**src/rtl/dht_sensor_reader.sv**
```systemverilog
// Multi-channel single-wire (DHT11/DHT22 style) humidity/temperature reader.
// A 1 us tick times every phase: the host start pulse, the sensor response,
// and the 40 data bits. Bits are decoded from their high time, and the
// checksum byte is verified before data is published.
module dht_sensor_reader #(
  parameter int CLK_HZ        = 50_000_000,
  parameter int NUM_CH        = 4,
  parameter int POWER_ON_US   = 1_000_000,
  parameter int START_LOW_US  = 20_000,
  parameter int BIT_THRESH_US = 40,
  parameter int TIMEOUT_US    = 100,
  parameter int HOLDOFF_US    = 2_000_000,
  localparam int CH_W = (NUM_CH > 1) ? $clog2(NUM_CH) : 1
) (
  input  logic              clock,
  input  logic              reset,
  input  logic              start,
  input  logic [CH_W-1:0]   ch_sel,
  input  logic [NUM_CH-1:0] dht_in,
  output logic [NUM_CH-1:0] dht_oe,
  output logic              busy,
  output logic              done,
  output logic [31:0]       data,
  output logic [CH_W-1:0]   data_ch,
  output logic              checksum_ok,
  output logic              timeout_err
);

  localparam int DIV   = CLK_HZ / 1_000_000;
  localparam int DIV_W = $clog2(DIV);
  localparam logic [DIV_W-1:0] DIV_LAST = DIV_W'(DIV - 1);

  // Each limit is "last tick index" so a phase lasts exactly N microseconds.
  localparam logic [31:0] PWR_LAST   = 32'(POWER_ON_US - 1);
  localparam logic [31:0] START_LAST = 32'(START_LOW_US - 1);
  localparam logic [31:0] TO_LAST    = 32'(TIMEOUT_US - 1);
  localparam logic [31:0] HOLD_LAST  = 32'(HOLDOFF_US - 1);
  localparam logic [31:0] THRESH     = 32'(BIT_THRESH_US);

  typedef enum logic [3:0] {
    POWERUP, IDLE, START_LOW, WAIT_RESP_LOW, WAIT_RESP_HIGH, WAIT_RESP_END,
    BIT_LOW, BIT_HIGH, CHECK, DONE, HOLDOFF
  } state_t;

  state_t            state_q, state_d;
  logic [DIV_W-1:0]  div_cnt_q;
  logic [31:0]       us_cnt_q;
  logic              tick;
  logic [NUM_CH-1:0] sync_p0, sync_p1;
  logic              line_cur, line_p2;
  logic              rise, fall;
  logic [CH_W-1:0]   ch_q;
  logic [5:0]        bit_cnt_q;
  logic [39:0]       shift_q;
  logic [31:0]       ch_sel_ext;
  logic              ch_bad;
  logic              to_hit;

  // Modulo-256 sum of the four payload bytes against the trailing checksum byte.
  function automatic logic sum_match(input logic [39:0] f);
    logic [7:0] s;
    s = f[39:32] + f[31:24] + f[23:16] + f[15:8];
    return (s == f[7:0]);
  endfunction

  // True on the tick that completes the requested number of microseconds.
  function automatic logic elapsed(input logic [31:0] cnt, input logic [31:0] last,
                                   input logic t);
    return t && (cnt >= last);
  endfunction

  assign tick       = (div_cnt_q == DIV_LAST);
  assign ch_sel_ext = 32'(ch_sel);
  assign ch_bad     = (ch_sel_ext >= 32'(NUM_CH));
  assign line_cur   = sync_p1[ch_q];
  assign rise       = line_cur & ~line_p2;
  assign fall       = ~line_cur & line_p2;
  assign to_hit     = elapsed(us_cnt_q, TO_LAST, tick);

  // Two-flop synchronizer on every line, then previous value of the selected line.
  always_ff @(posedge clock) begin
    sync_p0 <= dht_in;
    sync_p1 <= sync_p0;
    line_p2 <= line_cur;
  end

  // State register.
  always_ff @(posedge clock) begin
    if (reset) state_q <= POWERUP;
    else       state_q <= state_d;
  end

  // Next-state logic; edge checks take priority over timeouts on the same cycle.
  always_comb begin
    state_d = state_q;
    case (state_q)
      POWERUP:        if (elapsed(us_cnt_q, PWR_LAST, tick)) state_d = IDLE;
      IDLE:           if (start) state_d = ch_bad ? DONE : START_LOW;
      START_LOW:      if (elapsed(us_cnt_q, START_LAST, tick)) state_d = WAIT_RESP_LOW;
      WAIT_RESP_LOW:  if (fall) state_d = WAIT_RESP_HIGH; else if (to_hit) state_d = DONE;
      WAIT_RESP_HIGH: if (rise) state_d = WAIT_RESP_END;  else if (to_hit) state_d = DONE;
      WAIT_RESP_END:  if (fall) state_d = BIT_LOW;        else if (to_hit) state_d = DONE;
      BIT_LOW:        if (rise) state_d = BIT_HIGH;       else if (to_hit) state_d = DONE;
      BIT_HIGH: begin
        if (fall)        state_d = (bit_cnt_q == 6'd39) ? CHECK : BIT_LOW;
        else if (to_hit) state_d = DONE;
      end
      CHECK:          state_d = DONE;
      DONE:           state_d = HOLDOFF;
      HOLDOFF:        if (elapsed(us_cnt_q, HOLD_LAST, tick)) state_d = IDLE;
      default:        state_d = POWERUP;
    endcase
  end

  // Outputs decoded from the state register so reset releases the line at once.
  always_comb begin
    dht_oe = '0;
    if (state_q == START_LOW) dht_oe[ch_q] = 1'b1;
    busy = (state_q != IDLE);
    done = (state_q == DONE);
  end

  // Microsecond divider and counter, restarted on every state change.
  always_ff @(posedge clock) begin
    if (reset) begin
      div_cnt_q <= '0;
      us_cnt_q  <= '0;
    end else if (state_d != state_q) begin
      div_cnt_q <= '0;
      us_cnt_q  <= '0;
    end else if (tick) begin
      div_cnt_q <= '0;
      if (us_cnt_q != '1) us_cnt_q <= us_cnt_q + 32'd1;
    end else begin
      div_cnt_q <= div_cnt_q + 1'b1;
    end
  end

  // Channel latch and MSB-first bit shifter; a bit is 1 when its high time exceeds the threshold.
  always_ff @(posedge clock) begin
    if (reset) begin
      ch_q      <= '0;
      bit_cnt_q <= '0;
      shift_q   <= '0;
    end else if (state_q == IDLE && start) begin
      ch_q      <= ch_sel;
      bit_cnt_q <= '0;
      shift_q   <= '0;
    end else if (state_q == BIT_HIGH && fall) begin
      shift_q   <= {shift_q[38:0], (us_cnt_q > THRESH)};
      bit_cnt_q <= bit_cnt_q + 6'd1;
    end
  end

  // Publish results on entry to DONE; any entry not from CHECK is a timeout or bad channel.
  always_ff @(posedge clock) begin
    if (reset) begin
      data        <= '0;
      data_ch     <= '0;
      checksum_ok <= 1'b0;
      timeout_err <= 1'b0;
    end else if (state_d == DONE && state_q != DONE) begin
      data_ch     <= (state_q == IDLE) ? ch_sel : ch_q;
      timeout_err <= (state_q != CHECK);
      checksum_ok <= (state_q == CHECK) && sum_match(shift_q);
      if (state_q == CHECK && sum_match(shift_q)) data <= shift_q[39:8];
    end
  end

endmodule

```
**config.mk**
```make
export PLATFORM = sky130hd
export DESIGN_NAME = dht_sensor_reader
export DESIGN_NICKNAME = d
export VERILOG_FILES = /design/src/rtl/dht_sensor_reader.sv
export SDC_FILE = /design/constraint.sdc
export NUM_CORES = 1
export LEC_CHECK = 0
export CORE_MARGIN = 2
export CORE_UTILIZATION = 65
export CTS_BUF_LIST = sky130_fd_sc_hd__clkbuf_4 sky130_fd_sc_hd__clkbuf_8
export DETAILED_ROUTE_END_ITERATION = 12
export DONT_BUFFER_PORTS = 1
export HOLD_SLACK_MARGIN = 0.02
export PLACE_DENSITY = 0.83
export SKIP_LAST_GASP = 1
export SYNTH_ARGS = -nofsm -noshare
export SYNTH_HDL_FRONTEND = slang
export SYNTH_SLANG_ARGS = --single-unit
```
**constraint.sdc**
```tcl
create_clock -name clock -period 4.97 [get_ports clock]
set_input_delay 0.7455 -clock clock [delete_from_list [all_inputs] [get_ports clock]]
set_output_delay 0.7455 -clock clock [all_outputs]
set_load 0.05 [all_outputs]
```
==> run_results.csv <==
group,metric,value,unit
run_status,status,"completed",
grt,globalRouteOverflowTotal,0,
clock_network,hold_buffers,0,
layout,fin_cells,855,
logic_synthesis,post_synth_inst_count,724,
power_and_ir_drop,p_sw,444.1,uW
sta,drv_slew,0,
layout,utilization,71.49,%
clock_network,postCtsSetupBuffers,0,
layout,final_nets,744,
sta,fmax,0.2471,GHz
clock_network,clk_transition_reported_paths,0.08,ns
logic_synthesis,ys_seq_area_share,41.43,%
setup_path,critPathKind,"flop to flop",
setup_path,worstPathCellList,"fa_1, fa_1, ha_1, inv_1, fa_1, xor2_1, nand3_1, nor3_1, nand4_1, nor4_4, buf_4, mux2i_1, nor2_1",
setup_path,cpMostUsedCell,"fa_1",
setup_path,critPathCaptureType,"flop",
setup_path,crit_path_start_kind,"flop",
grt,grt.total_usage,27.21,%
sta,setup-violations-final,0,
layout,antennaDiodeCount,0,
sta,hold_viol_final,0,
detailed_routing,drtIter0Drc,313,
detailed_routing,ant_nets,0,
placement,dpl-instance-area,6561,um2
sta,period_share,81.44,%
grt,grt_pass1_wl,24030,um
detailed_routing,wirelength,14260,um
power_and_ir_drop,combPwrFrac,1.1,%
placement,io_buffers,0,
floorplanning,die-area,10850,um2
sta,rsz0062_at_grt,"no",
clock_network,cts_buffer_depth,2,
setup_path,cp.arrival,4.38,ns
power_and_ir_drop,ir_drop,0.2157,mV
detailed_routing,viasPerCell,6.147,
power_and_ir_drop,power.density,297.4,nW/um2
layout,final_common_cell,"dfxtp_1",
logic_synthesis,syn_area_per_cell,9.009,um2
setup_path,path_max_fanout,33,
floorplanning,rows,36,
layout,synthToLayoutAreaGrowth,7.136,%
grt,grt_max_degree,47,
sta,tns,0,ns
logic_synthesis,ys_warn_count,0,
power_and_ir_drop,p_int,1.634,mW
power_and_ir_drop,p_leak,2.425,nW
setup_path,cp.required,5.30,ns
placement,hpwl,9804,um
detailed_routing,route.detailed.drc,0,
placement,place_inst,823,
clock_network,htree_levels,4,
layout,mostFrequentLayoutCells,"135 x dfxtp_1, 106 x nand2_1, 63 x nor2_1",
detailed_routing,vias,5256,
power_and_ir_drop,clkPwrFrac,46.5,%
logic_synthesis,syn_area,6523,um2
setup_path,slowest_delay,0.52,ns
clock_network,cts_tree,"yes",
job,maxCapViolCount,0,
logic_synthesis,ys_ff_latch,135,
placement,place.gp.congestion,0.9482,
floorplanning,die_y,104.2,um
sta,finClkSkew,0.009441,ns
logic_synthesis,synth_edf_count,0,
logic_synthesis,synth_flop_cell,"dfxtp_1",
clock_network,cts_resized,0,
sta,post-route-min-period,4.048,ns
clock_network,insertion_delay,0.44,ns
grt,grt_pass1_vias,5094,
clock_network,cts_buffers,17,
layout,final_layout_size_suffix_gt1_share,10.11,%
logic_synthesis,ys_async_sr_fraction,0,%
floorplanning,die_x,104.2,um
floorplanning,start_util,66.73,%
logic_synthesis,synth_fp_nets,759,
grt,antenna_found_initial,0,
detailed_routing,detail_route.wl_per_cell,16.67,um
clock_network,clock-root-buffer,"clkbuf_8",
floorplanning,core_area,9774,um2
setup_path,slowest_stage,"fa_1",
power_and_ir_drop,p_seq_share,52.4,%
floorplanning,ios,51,
clock_network,clock-sinks,135,
layout,post-route-cell-area,6988,um2
min_path,hold_path_class,"input port to flop",
sta,maxSlewHeadroom,24.35,%
detailed_routing,dr.pass1.iters,5,
sta,worst_pin_slew,1.106,ns
logic_synthesis,synth_cell_types,59,
power_and_ir_drop,switching_share,21.37,%
sta,holdWs,0.3248,ns
## state kept, by name, summed over array words and instances (netlist names)
| name | count |
|---|---|
| data | 32 |
| div_cnt_q | 6 |
| line_p2 | 1 |
| data_ch | 2 |
| state_q | 4 |
| ch_q | 2 |
| checksum_ok | 1 |
| us_cnt_q | 32 |
| timeout_err | 1 |
| shift_q | 40 |
| bit_cnt_q | 6 |
| sync_p0 | 4 |
| sync_p1 | 4 |
## power groups by stage
stage	Sequential [mW]	Clock (mW)	Combinational (mW)
floorplan	1.11	0	0.0231
global placement	1.11	0	0.0217
detailed placement	1.11	0	0.0224
CTS	1.09	0.976	0.0225
global route	1.09	1.03	0.0247
finish	1.09	0.966	0.0225
## synth_stat cells (all sizes together) (5+ instances only)
cell type / n / share of area [%]
nand4: 20 / 1.9
dfxtp: 135 / 41
ha: 12 / 2.3
and4: 8 / 1.1
nand2: 106 / 6.1
and3: 6 / 0.58
a21o: 6 / 0.69
xor2: 33 / 4.4
buf: 16 / 1.6
or3: 5 / 0.56
nor2: 63 / 3.6
nor3: 51 / 5.5
nor4: 17 / 2.0
nor2b: 5 / 0.48
mux2i: 34 / 5.2
nand2b: 7 / 0.67
inv: 12 / 0.69
nand3: 21 / 1.6
clkbuf: 26 / 1.5
a2111oi: 5 / 0.86
a21oi: 53 / 4.1
fa: 14 / 4.3
o21ai: 5 / 0.38
o211ai: 6 / 0.69
xnor2: 21 / 2.8
## final cells by class
class	instances	area, um2
fillers	756	2786
flip-flops and latches	135	2703
well taps	133	166.4
multi-input cells	535	3587
inverters	12	45.04
clock buffers	22	284.0
repair buffers	8	60.06
clock inverters	10	142.6
## final timing paths
path	startpoint	end	slack (ns)	depth (start not counted)
min reg2reg	sync_p0[1]$_DFF_P_	sync_p1[1]$_DFF_P_	0.33	0
min	dht_in[3]	sync_p0[3]$_DFF_P_	0.32	0
max	shift_q[25]$_SDFFE_PP0P_	data[18]$_SDFFE_PP0P_	0.92	13
max reg2reg	shift_q[25]$_SDFFE_PP0P_	data[18]$_SDFFE_PP0P_	0.92	13
## critical path: cells and delay by family (launching register included)
family        cells  cell delay [ns]
xor+xnor          1             0.16
flops             1             0.45
mux               1             0.28
buf+inv           2             0.58
simple gates      5             0.78
fa+ha+maj         4             1.67
## metal layers
metal / up-vias / wire, um / track usage, %
met1: 2525 / 6048 / 34.21
met2: 186 / 6914 / 44.60
met4: 0 / 352 / 11.00
met5: - / 0 / 0
met3: 35 / 939 / 7.268
li1: 2510 / - / -
## through the flow
step	setup slack [ns]	total power [mW]
finish	0.9224	2.079
floorplan	1.287	1.137
detailed placement	0.9842	1.137
global route	0.7223	2.144
CTS	0.9249	2.089
global placement	1.097	1.136
## logic make-up (layout without fill, tap and decap cells)
| group | after synthesis | in the layout | synth area share [%] |
|---|---|---|---|
| mux | 35 | 35 | 5.563 |
| xor+xnor | 54 | 54 | 7.251 |
| buf+inv | 54 | 52 | 3.798 |
| compound gates | 96 | 96 | 9.227 |
| fa+ha+maj | 26 | 26 | 6.599 |
| flops | 135 | 135 | 41.43 |
| simple gates | 324 | 324 | 26.13 |
Note: power is estimated with default switching activity, not from simulation.
